`src/rtl/index_write_scheduler.sv`:
```
// Single write port arbiter for the monitor_index frame memory: round-robin between the
// text renderer and trajectory plotter, plus a full-frame clear engine.
module index_write_scheduler #(
    parameter int unsigned FRAME_WORDS = 307200,
    parameter int unsigned ADDR_W      = 19,
    parameter logic [2:0]  BG_INDEX    = 3'd0
) (
    input  logic              clock,
    input  logic              rst,
    input  logic              clear_start,
    input  logic              txt_valid,
    input  logic [ADDR_W-1:0] txt_addr,
    input  logic [2:0]        txt_data,
    output logic              txt_ready,
    input  logic              trj_valid,
    input  logic [ADDR_W-1:0] trj_addr,
    input  logic [2:0]        trj_data,
    output logic              trj_ready,
    output logic [ADDR_W-1:0] mem_waddr,
    output logic [2:0]        mem_wdata,
    output logic              mem_wenable,
    output logic              busy,
    output logic              clear_done,
    output logic              oob_drop
);

    typedef enum logic [0:0] {
        ST_ARB   = 1'b0,
        ST_CLEAR = 1'b1
    } state_t;

    localparam logic [ADDR_W-1:0] LAST_ADDR   = ADDR_W'(FRAME_WORDS - 32'd1);
    // One extra bit so FRAME_WORDS itself is representable for the range test.
    localparam logic [ADDR_W:0]   FRAME_LIMIT = (ADDR_W + 1)'(FRAME_WORDS);

    state_t            state_q, state_d;
    logic [ADDR_W-1:0] cnt_q, cnt_d;
    logic              last_trj_q, last_trj_d;
    logic [ADDR_W-1:0] waddr_q, waddr_d;
    logic [2:0]        wdata_q, wdata_d;
    logic              we_q, we_d;
    logic              busy_q, busy_d;
    logic              done_q, done_d;
    logic              oob_q, oob_d;

    logic              grant_txt_s;
    logic              grant_trj_s;
    logic              txt_in_range_s;
    logic              trj_in_range_s;

    // Grant selection: round-robin on ties, blocked while clearing or on a clear request.
    always_comb begin
        grant_txt_s = 1'b0;
        grant_trj_s = 1'b0;
        if ((state_q == ST_ARB) && !clear_start) begin
            grant_txt_s = txt_valid && (!trj_valid || last_trj_q);
            grant_trj_s = trj_valid && (!txt_valid || !last_trj_q);
        end else begin
            grant_txt_s = 1'b0;
            grant_trj_s = 1'b0;
        end
    end

    assign txt_ready      = grant_txt_s;
    assign trj_ready      = grant_trj_s;
    assign txt_in_range_s = ({1'b0, txt_addr} < FRAME_LIMIT);
    assign trj_in_range_s = ({1'b0, trj_addr} < FRAME_LIMIT);

    // Next-state and next-output computation for the arbiter and the clear engine.
    always_comb begin
        state_d    = state_q;
        cnt_d      = cnt_q;
        last_trj_d = last_trj_q;
        waddr_d    = waddr_q;
        wdata_d    = wdata_q;
        we_d       = 1'b0;
        busy_d     = 1'b0;
        done_d     = 1'b0;
        oob_d      = 1'b0;
        case (state_q)
            ST_ARB: begin
                if (clear_start) begin
                    state_d = ST_CLEAR;
                    cnt_d   = '0;
                    busy_d  = 1'b1;
                end else if (grant_txt_s) begin
                    last_trj_d = 1'b0;
                    waddr_d    = txt_addr;
                    wdata_d    = txt_data;
                    we_d       = txt_in_range_s;
                    oob_d      = !txt_in_range_s;
                end else if (grant_trj_s) begin
                    last_trj_d = 1'b1;
                    waddr_d    = trj_addr;
                    wdata_d    = trj_data;
                    we_d       = trj_in_range_s;
                    oob_d      = !trj_in_range_s;
                end else begin
                    we_d = 1'b0;
                end
            end
            ST_CLEAR: begin
                we_d    = 1'b1;
                waddr_d = cnt_q;
                wdata_d = BG_INDEX;
                // The final clear write leaves CLEAR so grants resume as it reaches memory.
                if (cnt_q == LAST_ADDR) begin
                    state_d = ST_ARB;
                    done_d  = 1'b1;
                end else begin
                    cnt_d  = cnt_q + ADDR_W'(1);
                    busy_d = 1'b1;
                end
            end
            default: begin
                state_d = ST_ARB;
            end
        endcase
    end

    // State and registered-output flops with synchronous reset.
    always_ff @(posedge clock) begin
        if (rst) begin
            state_q    <= ST_ARB;
            cnt_q      <= '0;
            last_trj_q <= 1'b1;
            waddr_q    <= '0;
            wdata_q    <= 3'd0;
            we_q       <= 1'b0;
            busy_q     <= 1'b0;
            done_q     <= 1'b0;
            oob_q      <= 1'b0;
        end else begin
            state_q    <= state_d;
            cnt_q      <= cnt_d;
            last_trj_q <= last_trj_d;
            waddr_q    <= waddr_d;
            wdata_q    <= wdata_d;
            we_q       <= we_d;
            busy_q     <= busy_d;
            done_q     <= done_d;
            oob_q      <= oob_d;
        end
    end

    assign mem_waddr   = waddr_q;
    assign mem_wdata   = wdata_q;
    assign mem_wenable = we_q;
    assign busy        = busy_q;
    assign clear_done  = done_q;
    assign oob_drop    = oob_q;

endmodule
```
`config.mk`:
```
export PLATFORM = sky130hd
export DESIGN_NAME = index_write_scheduler
export DESIGN_NICKNAME = d
export VERILOG_FILES = /design/src/rtl/index_write_scheduler.sv
export SDC_FILE = /design/constraint.sdc
export NUM_CORES = 1
export LEC_CHECK = 0
export CAP_MARGIN = 5
export CORE_UTILIZATION = 40
export DETAILED_ROUTE_END_ITERATION = 7
export GPL_TIMING_DRIVEN = 0
export PLACE_DENSITY = 0.76
export SLEW_MARGIN = 30
export SYNTH_ARGS = -nofsm -noshare
export SYNTH_HDL_FRONTEND = slang
export SYNTH_SLANG_ARGS = --single-unit
```
`constraint.sdc`:
```
create_clock -name clock -period 1.7 [get_ports clock]
set_input_delay 0.17 -clock clock [delete_from_list [all_inputs] [get_ports clock]]
set_output_delay 0.17 -clock clock [all_outputs]
set_load 0.02 [all_outputs]
```
Word level (Yosys, flattened, before mapping)

Index checks and enable logic that the tools add are counted.

Muxes and demuxes: 25
Reduce and logical (&&, ||, !) cells: 17
Eq/ne operators: 5
Order comparisons: 2
$add $sub $neg: 1
Bitwise operators: 2

Operator list:

| cell                                                             | number |
|---|---|
| 19-bit 2-to-1 mux                                                | 5 |
| 19-bit case mux with 2 select lines                              | 2 |
| 19-bit < comparator (second input constant)                      | 2 |
| 19-bit by 1-bit adder with 19-bit output (second input constant) | 1 |
| 19-bit == test (second input constant)                           | 1 |
| 1-bit 2-to-1 mux                                                 | 12 |
| 3-bit 2-to-1 mux                                                 | 3 |
| 1-bit zero test                                                  | 6 |
| 2-bit != test (second input constant)                            | 3 |
| 3-bit case mux with 2 select lines                               | 1 |
| 1-bit case mux with 2 select lines                               | 2 |
| 2-bit AND reduction                                              | 2 |
| 1-bit logical AND                                                | 3 |
| 3-bit != test (second input constant)                            | 1 |
| 3-bit AND reduction                                              | 1 |
| 3-bit OR reduction                                               | 1 |
| 1-bit logical OR                                                 | 2 |
| 1-bit inverter                                                   | 2 |
| 2-bit nonzero test                                               | 1 |
| 2-bit OR reduction                                               | 1 |

Input bits: 49
Bits in registers: 46
Word-level logic and storage cells: 60
Output and inout port bits: 28

Logic depth before layout (Yosys ltp)

Word-level depth: 8
Depth in mapped cells: 8
Gate-level depth less buffers: 6

Worst setup path after synthesis

OpenSTA, ideal clock, no wires.

Path type: register -> register
Start: register cnt_q[0]
End: register cnt_q[18]
Setup time: 0.057 ns
Data required time: 1.643 ns
Arrival: 1.828 ns
Stages on the path, launching flop included: 7
Setup slack: -0.185 ns
Buffers on the path: 0
Clock period less this slack: 1.885 ns
Cell sequence: dfxtp_1 ha_1 nand4_1 or4_4 or3_1 a21oi_1 a21o_1

Cells in the longest elaborated chain, start to end: 3
Elaborated cells between the ends (all ways): 6
Classes of those cells: add/sub (1); eq/ne (2); mux (2); reduce/logical (1)

Ends and longest elaborated chain:

| what                                                                       | RTL line | text |
|---|---|---|
| from (decl)                                                                | 37       | `logic [ADDR_W-1:0] cnt_q, cnt_d;` |
| from (signal assigned)                                                     | 135      | `cnt_q <= cnt_d;` |
| 19-bit by 1-bit adder with 19-bit output or 19-bit == test (tied branches) | 111, 107 |  |
| 19-bit 2-to-1 mux or 2-bit != test (tied branches)                         | --       |  |
| 19-bit case mux with 2 select lines or 2-bit AND reduction (tied branches) | --       |  |

Several ways; a longest one is shown, not always the timed one. The select of a mux whose other input is x is not followed.
A chain may end at the register's enable or synchronous reset.

Final worst setup path

Start: register cnt_q[6]
End: register cnt_q[18]

The elaborated chain is that of the path after synthesis.

==> flow_summary.json <==
{
  "cpMaxStageDelayCell": "or4_4",
  "area_growth_pct": 54.9,
  "ys_types": 57,
  "fmax_mhz": 571,
  "drt_wl_total_mm": 8.24,
  "clock-sinks": 46,
  "outcome": "complete, but fails checks",
  "vias": 2765,
  "endpoint_kind": "register",
  "grt_pass1_vias": 2529,
  "ys_top_cells_by_area": "dfxtp_1 (38%), a21oi_1 (7.3%), nand2_1 (6.5%)",
  "vias_per_cell": 5.91,
  "synth.top_cell.area_share_pct": 38.2,
  "overflow": 0,
  "hold_viol": 0,
  "cts.clk_slew.worst_paths_ps": 80,
  "tightest_slew_ps": 583,
  "maxCapViolCount": 0,
  "finish.utilization_pct": 65.9,
  "max_stage_delay_ps": 560,
  "period_share_pct": 103,
  "drc": 0,
  "p_comb_share_pct": 23.8,
  "synth-seq-cells": 46,
  "critPathRequiredTime_ps": 1950,
  "num_rows": 27,
  "synth_edf_count": 0,
  "cts_buffers": 5,
  "yosysTopAreaCell": "dfxtp_1",
  "async_reset_ff_share_pct": 0,
  "gr-usage-all-layers_pct": 25.9,
  "root_buffer": "clkbuf_8",
  "die-area_um2": 6350,
  "clockBufferDepth": 2,
  "gp_congestion": 0.899,
  "antennaDiodeCount": 0,
  "slew_headroom_pct": 61.1,
  "violations": "negative setup slack",
  "synthAdderAreaFrac_pct": 0.518,
  "drive_gt1_share_pct": 25.0,
  "drtIter0Drc": 187,
  "drtPass1Iterations": 4,
  "critical_path.max_fanout": 8,
  "dpl_worst_slack_ps": -616,
  "peakVddDrop_mv": 0.404,
  "hp-class": "in2reg",
  "antenna_found_initial": 0,
  "synth-seq-area-share_pct": 38.2,
  "power_density_nw_per_um2": 628,
  "wire_per_inst_um": 17.6,
  "synth_top_family_by_area": "compound AO/OA/AOI/OAI gates",
  "dp_cells": 438,
  "core_um2": 5680,
  "path_class": "reg2reg",
  "leakagePower_uw": 0.00138,
  "die_w_um": 79.7,
  "cts_max_level": 2,
  "p_sw_uw": 667,
  "maxSlewViolCount": 0,
  "sw_frac_of_total_pct": 28.4,
  "p_seq_share_pct": 48.4,
  "start_util_pct": 42.5,
  "dominantRegCellSynth": "dfxtp_1",
  "finalNetCount": 446,
  "dp_hpwl_mm": 5.54,
  "setup_viol": 3,
  "layout.cells.non_filler": 468,
  "syn_avg_cell_area_um2": 8.29,
  "layout_min_cycle_time_ps": 1750,
  "synth_xor_area_share_pct": 0.363,
  "arrival_ps": 2000,
  "setup_ws_ps": -51.9,
  "syn_area_um2": 2410,
  "pwr-share-clk_pct": 27.8,
  "clock_latency_ps": 300,
  "fp.dieH_um": 79.7,
  "syn_nets": 341,
  "p_int_uw": 1680,
  "tritoncts": "done",
  "rsz0062_at_grt": "true",
  "yosys-mux-area-fraction_pct": 5.44,
  "ioPinCount": 77,
  "start_kind": "register",
  "skew_ps": 4.95,
  "path_cells": "nand4_4 -> or4_4 -> or3_1 -> a21oi_2 -> a21o_1",
  "ys_warn_count": 0,
  "numPortBuffers": 75,
  "grt_max_degree": 13,
  "synthSimpleGateAreaFrac_pct": 22.5,
  "grt_pass1_wl_mm": 12.4,
  "synth-compound-area-share_pct": 28.3,
  "holdWs_ps": 384,
  "ant_nets": 0,
  "syn_inst": 291
}
## layout make-up
class / instances / area [um^2]
fill: 472 / 1940
multi-input combinational: 220 / 1520
sequential: 46 / 956
timing repair buffer: 99 / 921
buffer: 19 / 148
tap: 72 / 90.1
clock buffer: 7 / 76.3
inverter: 5 / 23.8
## power groups by stage
stage          registers [uW]  logic [uW]  clock network [uW]
6_report                 1140         559                 652
5_1_grt                  1140         597                 702
4_1_cts                  1140         530                 656
3_5_place_dp             1170         500                   0
3_3_place_gp             1170         497                   0
2_1_floorplan            1210         206                   0
## synthesized netlist by cell type (2+ instances only)
cell type,count
nor3b_1,2
buf_4,2
clkbuf_1,12
a41oi_1,3
nand2_1,42
a311o_1,4
o2bb2ai_1,2
o31ai_1,6
a31oi_1,5
nor2b_1,3
nand4_1,4
o22ai_1,2
o21ai_0,4
inv_1,4
nor2_1,19
a22oi_1,13
nand3_1,5
or3_1,3
nor3_1,6
nand2b_1,3
a21oi_1,35
and3_1,4
dfxtp_1,46
a2111oi_0,3
mux2_2,9
a311oi_1,5
o21a_1,2
a211o_1,2
mux2i_1,3
buf_2,4
or4_1,2
a21o_1,7
## cell families after synthesis
family / count (synthesis)
AOI/OAI and AO/OA: 100
buffers and inverters: 25
DFF: 46
muxes: 12
xor gates and xnor gates: 1
adders and majority gates: 1
and+or+nand+nor: 106
## layout by cell type, fill, tap and decap left out, types with 2 or more instances in the layout
cell	Yosys	routed
dfxtp_1	46	32
a211o_1	2	2
buf_6	1	4
a2111oi_0	3	2
o21a_1	2	2
nand2b_1	3	3
dfxtp_4	0	7
nand4_1	4	4
buf_4	2	26
nor2_1	19	19
a311o_1	4	4
a31oi_1	5	5
o2bb2ai_1	2	2
a22oi_1	13	13
clkdlybuf4s50_1	0	73
or3_1	3	3
a21oi_2	0	3
clkbuf_2	0	4
nor2b_1	3	3
a311oi_1	5	5
clkbuf_8	0	5
a21oi_1	35	31
mux2i_1	3	3
nor3_1	6	5
a41oi_1	3	3
a21o_1	7	7
o21ai_0	4	3
dfxtp_2	0	7
buf_2	4	4
or4_1	2	2
o31ai_2	0	3
nand2_1	42	41
nor3b_1	2	2
o22ai_1	2	2
mux2_2	9	9
nand3_1	5	4
o31ai_1	6	3
clkbuf_1	12	6
inv_1	4	4
and3_2	1	3
## worst paths after layout
| kind | end | cells past startpoint | from | slack [ps] |
|---|---|---|---|---|
| max | cnt_q[18]$_SDFFE_PP0P_ | 5 | cnt_q[6]$_SDFFE_PP0P_ | -50 |
| min | mem_waddr[8]$_SDFFE_PP0P_ | 2 | rst | 380 |
| max reg2reg | cnt_q[18]$_SDFFE_PP0P_ | 5 | cnt_q[6]$_SDFFE_PP0P_ | -50 |
| min reg2reg | mem_waddr[0]$_SDFFE_PP0P_ | 2 | mem_waddr[0]$_SDFFE_PP0P_ | 460 |
## state kept, by name, indices dropped and copies added (netlist names)
register / cells
busy: 1
clear_done: 1
cnt_q: 19
last_trj_q: 1
mem_waddr: 19
mem_wdata: 3
mem_wenable: 1
oob_drop: 1
## metal layers
metal / GRT usage, % / wire length (um) / vias up
li1: - / - / 1300
met5: 0 / 0 / -
met2: 41.8 / 4010 / 119
met4: 10.7 / 197 / 0
met3: 6.74 / 609 / 17
met1: 32.5 / 3420 / 1329
## what timing repair did
action	4_1_cts	5_1_grt
hold buffers	0	0
pin swaps	10	8
setup endpoints to repair	40	36
resized for setup	41	42
buffers inserted	13	10
cloned	0	1
## critical path: cells and delay by family, from the launching register on
| family | cells | cell delay (ps) |
|---|---|---|
| flip-flops | 1 | 410 |
| AO/OA/AOI/OAI | 2 | 240 |
| AND/OR/NAND/NOR | 3 | 1040 |
## per-stage QoR
stage / power (uW) / area [um^2] / TNS (ps)
6_report: 2350 / 3740 / -75.1
4_1_cts: 2330 / 3540 / -99.8
2_1_floorplan: 1420 / 2440 / 0
5_1_grt: 2440 / 3740 / -578
3_5_place_dp: 1670 / 3290 / -14960
3_3_place_gp: 1670 / 3290 / -14960
(Power assumes the default switching activity.)
==> edit 1 (same settings) <==
Change the parameter `ADDR_W` from 19 to 23.
--- a/src/rtl/index_write_scheduler.sv
+++ b/src/rtl/index_write_scheduler.sv
@@ -3,5 +3,5 @@
 module index_write_scheduler #(
     parameter int unsigned FRAME_WORDS = 307200,
-    parameter int unsigned ADDR_W      = 19,
+    parameter int unsigned ADDR_W      = 23,
     parameter logic [2:0]  BG_INDEX    = 3'd0
 ) (
Ports: changed (resized mem_waddr, trj_addr and txt_addr); port bits go from 77 to 89. The function was not compared with the original's and may differ.
==> edit 1 against the unedited design <==
The run still ends with negative setup slack left; die area grew 17%; cell area up 15%; power grew 27%; maximum frequency down 4.9%; global-route usage shrank 1.7 points; setup slack got worse by 90 ps; sequential cell count is 8 higher; wire length grew 6.8%; area after synthesis rose by 17%; highest routed layer unchanged.
==> edit 1: results (changes against the unedited design) <==
[status]
outcome=finished with violations  ; unchanged
violations=negative setup slack  ; unchanged

[power_and_ir_drop]
power.total_mw=2.969  ; was 2.347 mW
p_leak_nw=1.550  ; was 1.378 nW
combPwrFrac=0.242  ; was 0.238
p_sw_uw=821.7  ; was 666.5 µW

[setup_path]
r2r-end=cnt_q[0]  ; was cnt_q[18]
reg2reg_depth=7  ; was 5
path_max_fanout=5  ; was 8
rr_startpoint=cnt_q[14]  ; was cnt_q[6]
slowest_stage=or4b_4  ; was or4_4
startpoint=cnt_q[14]  ; was cnt_q[6]
critPathArrivalTime_ps=2050  ; was 2000 ps
cpPeakStageDelay_ps=540  ; was 560 ps

[sta]
fin_setup_tns_ps=-1207  ; was -75.10 ps
slew_headroom=0.6773  ; was 0.6112
clock_skew_ps=10.26  ; was 4.954 ps
fin_ws_ps=-142.3  ; was -51.91 ps
setup_viol=12  ; was 3

[synth]
synthMuxAreaShare=0.04777  ; was 0.05443
synthAdderAreaFrac=0.004423  ; was 0.005184
syn_nets=396  ; was 341
synth_commonest_cells=dfxtp_1, a21oi_1, nand2_1  ; was dfxtp_1, nand2_1, a21oi_1
synth_compound_area_frac=0.2977  ; was 0.2830
yosysUniqueCellTypes=54  ; was 57
ys_seq_area_frac=0.3821  ; was 0.3815

[placed_design]
dp_hpwl_um=6146  ; was 5542 µm
routabilityCongestion=0.8472  ; was 0.8990
post-place-ws_ps=-887.0  ; was -615.8 ps
place_area_um2=3885  ; was 3286 µm²
portBuffers=88  ; was 75
dp.cells=522  ; was 438

[global_routing]
first_global_vias=3021  ; was 2529
grt_pass1_wl_um=14200  ; was 12430 µm
gr-usage-met2=0.3983  ; was 0.4179
use_met1=0.3125  ; was 0.3247
groute.usage.overall=0.2416  ; was 0.2590
grtUsageMet3=0.05679  ; was 0.06743
grt_max_degree=17  ; was 13

[cells_and_area]
seq_cell_count=54  ; was 46
final_cells=546  ; was 468
clock_buffers=6  ; was 7
inv_count=2  ; was 5
final-clk-cell-share=0.02559  ; was 0.02041
nets=507  ; was 446
final-nonclk-buf-share=0.2698  ; was 0.2858
final_cell_area_um2=4303  ; was 3739 µm²
n_all_buffers=126  ; was 118
ff_latch_area_um2=1120  ; was 955.9 µm²
multi_input_gates=260  ; was 220
nFillCells=604  ; was 472

[routing]
wire_per_inst_um=16.12  ; was 17.60 µm
wl_met2_um=4203  ; was 4013 µm
met1_length_um=3922  ; was 3415 µm
drt-initial-drc-count=215  ; was 187

[clocking]
clkTransAtPathRegs_ps=100  ; was 80 ps
post-cts-setup-buffers=14  ; was 13
cts-resized-gates=45  ; was 41

[floorplan]
core_region_area_um2=6794  ; was 5675 µm²

## edit 1: changes by cell type in the layout (fill, tap and decap cells not counted), moves of 5 or more
cell | before | now
a22oi_1 | 13 | 22
a21oi_1 | 31 | 37
clkdlybuf4s50_1 | 73 | 85
o21ai_0 | 3 | 23
buf_4 | 26 | 20
a21o_1 | 7 | 12
nand2_1 | 41 | 36
nand3_1 | 4 | 15
nor2_1 | 19 | 12
dfxtp_1 | 32 | 37
## edit 1: worst min-delay path by stage
stage	from	endpoint	slack, ps	cells after the start
floorplan	clear_start	mem_wenable	270	1
global placement	last_trj_q	last_trj_q	480	1
detailed placement	cnt_q[0]	cnt_q[0]	490	1
CTS	clear_start	mem_wenable	310	2
global route	clear_start	mem_wenable	320	2
finish	clear_start	mem_wenable	320	2
## edit 1: worst reg2reg max path, delay by kind of cell (launching register included)
family,cells,cell delay (ps)
buffers and inverters,2,330
DFF,1,350
and+or+nand+nor,3,890
AOI/OAI and AO/OA,2,170
==> edit 2 (config.mk and constraints unchanged) <==
Made on the original files. Take the reset off `waddr_q` and load it in a clocked block of its own.
--- a/src/rtl/index_write_scheduler.sv
+++ b/src/rtl/index_write_scheduler.sv
@@ -125,5 +125,4 @@
             cnt_q      <= '0;
             last_trj_q <= 1'b1;
-            waddr_q    <= '0;
             wdata_q    <= 3'd0;
             we_q       <= 1'b0;
@@ -135,5 +134,4 @@
             cnt_q      <= cnt_d;
             last_trj_q <= last_trj_d;
-            waddr_q    <= waddr_d;
             wdata_q    <= wdata_d;
             we_q       <= we_d;
@@ -142,4 +140,8 @@
             oob_q      <= oob_d;
         end
+    end
+
+    always_ff @(posedge clock) begin
+        waddr_q <= waddr_d;
     end
 
Behaviour: not the same (a bounded check fails within 4 cycles, from zero or initial values and one cycle with rst high).
==> edit 2 against the unedited design <==
Sequential power increased by 9.6%; sequential share of layout area grew 6.5 points; cell area fell by 4.6%; critical path type unchanged; first-iteration DRC count decreased by 10%; cell count shrank 7.7%; wire length shrank 14%; the run still ends with negative setup slack left; sequential cell count is the same; area after synthesis decreased by 2.7%; critical path depth unchanged; power rose by 9.4%; setup slack better by 42 ps.
==> edit 2: results (changes against the unedited design) <==
[routing]
drt-initial-drc-count=168  ; was 187
met1_length_um=3047  ; was 3415 µm
wl_met2_um=3430  ; was 4013 µm
dr.pass1.iters=5  ; was 4

[power_and_ir_drop]
pwr-share-clk=0.312  ; was 0.278
power_frac_seq=0.486  ; was 0.484
powerDensity_nw_per_um2=719.5  ; was 627.7 nW/µm²
p_sw_uw=647.0  ; was 666.5 µW
peakVddDrop_mv=0.3683  ; was 0.4040 mV
p_leak_nw=1.376  ; was 1.378 nW

[synth]
yosysUniqueCellTypes=47  ; was 57
syn_nets=317  ; was 341
ys_seq_area_frac=0.4733  ; was 0.3815
synth_area_leaders=edfxtp_1, dfxtp_1, nand2_1, a22oi_1, nand3_1  ; was dfxtp_1, a21oi_1, nand2_1, mux2_2, a22oi_1
syn_inst=267  ; was 291
synth_edf_count=19  ; was 0

[setup_path]
critPathArrivalTime_ps=1930  ; was 2000 ps
r2r-end=cnt_q[11]  ; was cnt_q[18]
startpoint=cnt_q[12]  ; was cnt_q[6]
rr_startpoint=cnt_q[12]  ; was cnt_q[6]
cpPeakStageDelay_ps=590  ; was 560 ps

[global_routing]
grtUsageMet3=0.02907  ; was 0.06743
use_met1=0.2991  ; was 0.3247
groute.usage.overall=0.2211  ; was 0.2590
first_global_vias=2203  ; was 2529

[worst_hold_path]
hold_end=mem_wdata[1]  ; was mem_waddr[8]

[cells_and_area]
nets=409  ; was 446
drive_gt1_frac=0.1889  ; was 0.2500
final_cells=432  ; was 468

[placed_design]
place_area_um2=3196  ; was 3286 µm²
routabilityCongestion=0.9047  ; was 0.8990

[status]
violations=negative setup slack  ; unchanged
outcome=finished with violations  ; unchanged

[sta]
fin_setup_tns_ps=-10.89  ; was -75.10 ps
setup_viol=2  ; was 3
timing.hold.ws_ps=333.1  ; was 383.8 ps
slew_headroom=0.5386  ; was 0.6112
fin_ws_ps=-9.645  ; was -51.91 ps

[clocking]
cts-resized-gates=35  ; was 41

## edit 2: changes by cell type after synthesis, moves of 5 or more
cell | unedited run | this run
nor2_1 | 19 | 14
dfxtp_1 | 46 | 27
nand2_1 | 42 | 59
mux2_2 | 9 | 0
edfxtp_1 | 0 | 19
clkbuf_1 | 12 | 7
a311oi_1 | 5 | 0
nor3_1 | 6 | 11
a21oi_1 | 35 | 11
o21ai_0 | 4 | 11
nand3_1 | 5 | 14
a21o_1 | 7 | 0
## edit 2: kinds of logic after synthesis
group	Yosys count	synth area share
fa+ha+maj	1	0.005330
xor+xnor	1	0.003732
flops	46	0.4733
compound gates	65	0.1882
simple gates	136	0.2980
buf+inv	18	0.03145
## edit 2: cell type report
cell class / instances / area (µm²)
clock buffer: 6 / 72.57
clock inverter: 2 / 37.54
sequential: 46 / 1142
timing repair buffer: 86 / 825.8
inverter: 4 / 20.02
fill: 448 / 2007
buffer: 13 / 81.33
tap: 72 / 90.09
multi-input combinational: 203 / 1297
